`config.mk`:
```
export PLATFORM = sky130hd
export DESIGN_NAME = reg_dump_reader
export DESIGN_NICKNAME = d
export VERILOG_FILES = /design/src/rtl/reg_dump_reader.sv
export SDC_FILE = /design/constraint.sdc
export NUM_CORES = 1
export LEC_CHECK = 0
export CORE_MARGIN = 4
export CORE_UTILIZATION = 54
export CTS_BUF_LIST = sky130_fd_sc_hd__clkbuf_16
export DETAILED_ROUTE_END_ITERATION = 12
export PLACE_DENSITY = 0.87
export SYNTH_ARGS = -nofsm -noshare
export SYNTH_HDL_FRONTEND = slang
export SYNTH_SLANG_ARGS = --single-unit
```
`constraint.sdc`:
```
create_clock -name clk -period 6.1 [get_ports clk]
set_input_delay 1.22 -clock clk [delete_from_list [all_inputs] [get_ports clk]]
set_output_delay 1.22 -clock clk [all_outputs]
set_load 0.02 [all_outputs]
```
`src/rtl/reg_dump_reader.sv`:
```
// Debug readout engine: walks a register range through the shared read port
// and streams each value out over valid/ready, accumulating an additive checksum.
module reg_dump_reader #(
  parameter int DATA_W = 32,
  parameter int ADDR_W = 5
) (
  input  logic              clk,
  input  logic              reset,
  input  logic              start,
  input  logic [ADDR_W-1:0] first_reg,
  input  logic [ADDR_W-1:0] last_reg,
  input  logic              abort,
  output logic [ADDR_W-1:0] raddr,
  input  logic [DATA_W-1:0] rdata,
  output logic              out_valid,
  input  logic              out_ready,
  output logic [DATA_W-1:0] out_data,
  output logic [ADDR_W-1:0] out_index,
  output logic              out_last,
  output logic              busy,
  output logic              done,
  output logic [DATA_W-1:0] checksum
);

  typedef enum logic [1:0] {
    IDLE = 2'd0,
    LOAD = 2'd1,
    SEND = 2'd2,
    FIN  = 2'd3
  } state_t;

  state_t            state_r, state_s;
  logic [ADDR_W-1:0] idx_r, idx_s;
  logic [ADDR_W-1:0] last_r, last_s;
  logic [ADDR_W-1:0] out_index_r, out_index_s;
  logic [DATA_W-1:0] out_data_r, out_data_s;
  logic [DATA_W-1:0] checksum_r, checksum_s;
  logic              out_valid_r, out_valid_s;
  logic              out_last_r, out_last_s;
  logic              busy_r, busy_s;
  logic              done_r, done_s;
  logic              load_beat_s;
  logic              fire_s;

  assign fire_s = out_valid_r & out_ready;

  // Next-state and next-output computation; abort overrides everything but IDLE.
  always_comb begin
    state_s     = state_r;
    idx_s       = idx_r;
    last_s      = last_r;
    out_index_s = out_index_r;
    out_data_s  = out_data_r;
    out_last_s  = out_last_r;
    out_valid_s = out_valid_r;
    checksum_s  = checksum_r;
    load_beat_s = 1'b0;

    if (abort && (state_r != IDLE)) begin
      state_s     = IDLE;
      out_valid_s = 1'b0;
    end else begin
      case (state_r)
        IDLE: begin
          if (start) begin
            checksum_s = {DATA_W{1'b0}};
            if (first_reg <= last_reg) begin
              last_s  = last_reg;
              idx_s   = first_reg;
              state_s = LOAD;
            end else begin
              state_s = FIN;
            end
          end else begin
            state_s = IDLE;
          end
        end
        LOAD: begin
          load_beat_s = 1'b1;
          state_s     = SEND;
        end
        SEND: begin
          if (fire_s) begin
            checksum_s = checksum_r + out_data_r;
            if (out_last_r) begin
              out_valid_s = 1'b0;
              state_s     = FIN;
            end else begin
              load_beat_s = 1'b1;
            end
          end else begin
            state_s = SEND;
          end
        end
        FIN: begin
          state_s = IDLE;
        end
        default: begin
          state_s = IDLE;
        end
      endcase

      // A beat is captured from the read port; idx stops at last so it never wraps.
      if (load_beat_s) begin
        out_data_s  = rdata;
        out_index_s = idx_r;
        out_last_s  = (idx_r == last_r);
        out_valid_s = 1'b1;
        if (idx_r != last_r) begin
          idx_s = idx_r + ADDR_W'(1);
        end else begin
          idx_s = idx_r;
        end
      end else begin
        out_data_s  = out_data_r;
        out_index_s = out_index_r;
        out_last_s  = out_last_r;
      end
    end

    busy_s = (state_s != IDLE);
    done_s = (state_s == FIN);
  end

  // State and output registers with synchronous reset.
  always_ff @(posedge clk) begin
    if (reset) begin
      state_r     <= IDLE;
      idx_r       <= {ADDR_W{1'b0}};
      last_r      <= {ADDR_W{1'b0}};
      out_index_r <= {ADDR_W{1'b0}};
      out_data_r  <= {DATA_W{1'b0}};
      out_last_r  <= 1'b0;
      out_valid_r <= 1'b0;
      checksum_r  <= {DATA_W{1'b0}};
      busy_r      <= 1'b0;
      done_r      <= 1'b0;
    end else begin
      state_r     <= state_s;
      idx_r       <= idx_s;
      last_r      <= last_s;
      out_index_r <= out_index_s;
      out_data_r  <= out_data_s;
      out_last_r  <= out_last_s;
      out_valid_r <= out_valid_s;
      checksum_r  <= checksum_s;
      busy_r      <= busy_s;
      done_r      <= done_s;
    end
  end

  assign raddr     = idx_r;
  assign out_valid = out_valid_r;
  assign out_data  = out_data_r;
  assign out_index = out_index_r;
  assign out_last  = out_last_r;
  assign busy      = busy_r;
  assign done      = done_r;
  assign checksum  = checksum_r;

endmodule
```
# Yosys cells after proc, flatten, opt, wreduce, memory -nomap -nowiden
# Cells that the tools add are included.
# totals
register_bits	85
output_inout_bits	78
wordCells	63
# op_classes
n_addsub	2
order_cmp	1
eq_ne	9
mux	22
bitwise	2
reduce_logical	17
# op_table
cell	n
two-way mux 32 bit	2
one-hot mux 32 bit (2 select lines)	1
adder 32 bit	1
two-way mux 5 bit	5
nonzero test 2 bit	9
two-way mux 2 bit	5
one-hot mux 2 bit (4 select lines)	1
AND reduction 4 bit	2
two-way mux 1 bit	7
== test 2 bit, second input constant	3
adder 5 x 1 -> 5 bit, second input constant	1
== test 5 bit	1
less-or-equal comparator 5 bit	1
!= test 5 bit	1
AND reduction 5 bit	1
!= test 2 bit, second input constant	2
AND reduction 3 bit	1
== test 2 x 1 -> 1 bit, second input constant	1
zero test 2 bit	1
!= test 2 x 1 -> 1 bit, second input constant	1
one-hot mux 1 bit (2 select lines)	1
AND reduction 2 bit	1
OR reduction 2 bit	1
bitwise AND 1 bit	1
2 further kinds	2

# Depth between registers and ports, before layout
# depth
ltp_word	6
depth_mapped	12

# Worst setup path before layout
# Ideal clock, no wire load.
# synth_timing
path_type	input-to-reg
from	in last_reg[2]
to	reg idx_r[2], in the netlist raddr[2]
setup_ns	0.128
arrival_ns	3.005
setup_slack_ns	2.967
path_stages	11
n_path_buf	0
path_cell_list	inv_1 -> ha_1 -> a21o_1 -> a21o_1 -> a211o_1 -> a21oi_4 -> a21oi_2 -> nor2_4 -> o21ai_1 -> a22oi_1 -> nor2_1
# synth_via
elab_chain_cells	3
# synth_rtl
item	line_no	source
start, declared	11	input logic [ADDR_W-1:0] last_reg,
less-or-equal comparator 5 bit	67	if (first_reg <= last_reg) begin
nonzero test 2 bit (no source line)	-	
AND reduction 5 bit (no source line)	-	
end signal, assigned	129	idx_r <= {ADDR_W{1'b0}};
end signal, assigned	140	idx_r <= idx_s;
end, declared	33	logic [ADDR_W-1:0] idx_r, idx_s;
# No other way between the ends.
# A chain may end at the register's enable or synchronous reset.

# Worst setup path after layout
# layout_timing
from	in out_ready
to	reg out_data_r[14], in the netlist out_data[14]
# layout_via
elab_chain_cells	5
# layout_rtl
item	line_no	source
start, declared	16	input logic out_ready,
bitwise AND 1 bit	45	assign fire_s = out_valid_r & out_ready;
two-way mux 1 bit	83	if (fire_s) begin
one-hot mux 1 bit (2 select lines)	63	case (state_r)
two-way mux 1 bit	59	if (abort && (state_r != IDLE)) begin
AND reduction 2 bit (no source line)	-	
end signal, assigned	132	out_data_r <= {DATA_W{1'b0}};
end signal, assigned	143	out_data_r <= out_data_s;
end, declared	36	logic [DATA_W-1:0] out_data_r, out_data_s;
# No other way between the ends. The select of a mux whose other input is x is not followed.

==> results.json <==
{
  "status": "completed",
  "start_kind": "input port",
  "async_flop_share_pct": 0,
  "nets": 807,
  "synth_compound_area_share_pct": 24.7,
  "slowest_delay_ns": 0.87,
  "rows": 34,
  "worstMarginPinSlew_ns": 1.25,
  "cts_buffers": 9,
  "antenna_left": 0,
  "io_buffers": 124,
  "syn_inst": 614,
  "clkSinkCount": 85,
  "fin_ws_ns": 2.45,
  "power.total_mw": 1.25,
  "fillCellCount": 650,
  "root_buffer": "clkbuf_16",
  "dpl_cell_area_sq_um": 6210,
  "tritoncts": "built",
  "drive_above_1_share_pct": 5.39,
  "synth_top_family_by_area": "compound AO/OA/AOI/OAI gates",
  "ir_worst_vdd_uv": 124,
  "core_area_sq_um": 8810,
  "drtIter0Drc": 241,
  "final.setup.tns_ns": 0,
  "drtPass1Iterations": 5,
  "final_common_cell": "clkdlybuf4s50_1",
  "via_per_inst": 5.95,
  "clk_pin_slew_worst_paths_ns": 0.06,
  "postSynthAreaPerCell_sq_um": 8.06,
  "syn_nets": 702,
  "post_cts_buffers": 0,
  "critPathKind": "in -> reg",
  "ios": 125,
  "die_area_sq_um": 10800,
  "route.vias.total": 4950,
  "synth_area_sq_um": 4950,
  "cts.repair.resized": 0,
  "slew_viol_final": 0,
  "grt_usage_pct": 25.2,
  "arrival_ns": 3.91,
  "place_worst_setup_slack_ns": 2.10,
  "antenna_found_initial": 0,
  "power.density_nw_per_um2": 193,
  "synth.area.mux_share_pct": 1.42,
  "p_leak_nw": 2.61,
  "post_drt_wl_per_cell_microns": 16.8,
  "min_period_ns": 3.65,
  "synth_ff_type": "dfxtp_1",
  "drv_cap": 0,
  "cp_top_family": "simple AND/OR/NAND/NOR gates",
  "cp_num_buf_inv": 1,
  "ys_seq_area_share_pct": 34.4,
  "fmax_ghz": 0.274,
  "rsz0062_at_grt": "no",
  "initial_utilization_pct": 56.2,
  "n_antenna_cell": 0,
  "ctsHtreeMaxLevel": 3,
  "synth_edf_count": 0,
  "synth_xor_area_share_pct": 5.48,
  "hold_violations": 0,
  "synthSimpleGateAreaFrac_pct": 19.2,
  "max_slew_margin_pct": 16.0,
  "worstPathCellList": "clkdlybuf4s50_1, nand3_1, nor2_1, o21ai_1, or2_2, nand2_1, a21oi_1",
  "grt_pass1_wl_microns": 23100,
  "finalSetupViolCount": 0,
  "crit_path_end_kind": "register",
  "synth_cell_type_count": 61,
  "yosys_warnings": 0,
  "hold_class": "reg -> reg",
  "cp_data_required_time_ns": 6.35,
  "area_growth_pct": 30.9,
  "layout_common_cells": "123 x clkdlybuf4s50_1, 110 x nand2_1, 85 x dfxtp_1",
  "grt_pass1_vias": 4834,
  "finClkSkew_ns": 0.00998,
  "gp_congestion": 0.961,
  "clock_latency_ns": 0.34,
  "grt_max_degree": 70,
  "synth_adder_area_share_pct": 10.5,
  "crit_slowest_cell": "o21ai_1",
  "synth-seq-cells": 85,
  "routed_wl_microns": 14000,
  "final_cell_count_no_fill": 832,
  "place_inst": 816,
  "fp.dieW_microns": 104,
  "cts_buffer_depth": 2,
  "worstPathMaxFanout": 38,
  "fin_area_sq_um": 6480,
  "fin_crit_sh_pct": 59.9,
  "drc": 0,
  "dpl.hpwl_microns": 10100,
  "overflow": 0,
  "die_y_microns": 104,
  "ctsHoldBuffers": 0
}
synthesized netlist by cell type, types with 3 or more instances:
master / number / area (sq um)
nand2_1: 110 / 413
dfxtp_1: 85 / 1700
a21oi_1: 74 / 370
nor2_1: 50 / 188
ha_1: 40 / 500
xnor2_1: 21 / 184
clkbuf_1: 18 / 67.6
inv_1: 18 / 67.6
a22o_1: 15 / 131
a22oi_1: 13 / 97.6
nand3_1: 13 / 65.1
a21o_1: 12 / 90.1
o21ai_0: 12 / 60.1
buf_2: 10 / 50.1
nor3_1: 10 / 50.1
xor2_1: 10 / 87.6
nor2b_1: 8 / 50.1
o21ai_1: 8 / 40.0
mux2i_1: 7 / 70.1
a211oi_1: 6 / 45.0
nand4_1: 6 / 37.5
nand2b_1: 5 / 31.3
o21a_1: 5 / 37.5
and3_1: 4 / 25.0
buf_1: 4 / 15.0
o21bai_1: 4 / 30.0
a21oi_2: 3 / 26.3
o31ai_1: 3 / 22.5
worst paths after layout:
path	startpoint	endpoint	slack, ns	cells after the start
setup / recovery	out_ready	out_data[14]	2.45	7
hold / removal	out_index[3]	out_index[3]	0.45	2
setup reg to reg	state_r[0]	out_data[14]	3.07	8
hold reg to reg	out_index[3]	out_index[3]	0.45	2
worst register-to-register path, cell delays in order, from the launching register on:
cell and delay (ns):
dfxtp_1 0.36, inv_1 0.09, ha_1 0.24, nand3_1 0.16, nor2_1 0.06, o21ai_1 0.87, or2_2 0.81, nand2_1 0.17
a21oi_1 0.18
final cells by class:
| class | instances | area, sq um | area share [%] |
|---|---|---|---|
| clock buffers | 9 | 225 | 3.47 |
| clock inverters | 7 | 42.5 | 0.656 |
| inverters | 19 | 71.3 | 1.10 |
| multi-input cells | 477 | 3050 | 47.0 |
| flip-flops and latches | 85 | 1700 | 26.3 |
| well taps | 108 | 135 | 2.08 |
| repair buffers | 127 | 1260 | 19.4 |
state kept, by name, summed over array words and instances (netlist names):
signal / count
busy: 1
checksum: 32
done: 1
last_r: 5
out_data: 32
out_index: 5
out_last: 1
out_valid: 1
raddr: 5
state_r: 2
layer usage:
| metal | track usage [%] | wire (microns) |
|---|---|---|
| met3 | 4.91 | 915 |
| met2 | 45.3 | 6960 |
| met4 | 8.83 | 301 |
| met1 | 30.0 | 5790 |
| met5 | 0 | 0 |
stage by stage:
| step | utilization, % | hold slack (ns) |
|---|---|---|
| floorplan | - | 0.480 |
| global route | 73.6 | 0.479 |
| finish | 73.6 | 0.453 |
| detailed placement | 70.6 | 0.446 |
| CTS | 73.6 | 0.455 |
| global placement | 70.6 | 0.445 |
power breakdown:
part           switching [mW]  internal (mW)  total, mW  leakage, nW
logic                  0.0910         0.0789      0.170         1.81
registers              0.0160          0.569      0.585        0.687
clock network           0.223          0.272      0.495        0.120
total                   0.330          0.920       1.25         2.61
logic make-up (layout without fill, tap and decap cells):
group / Yosys count / after routing
buffers and inverters: 52 / 162
AOI/OAI and AO/OA: 181 / 181
DFF: 85 / 85
muxes: 7 / 7
xor gates and xnor gates: 31 / 31
adders and majority gates: 41 / 41
and+or+nand+nor: 217 / 217
(Power assumes the default switching activity.)
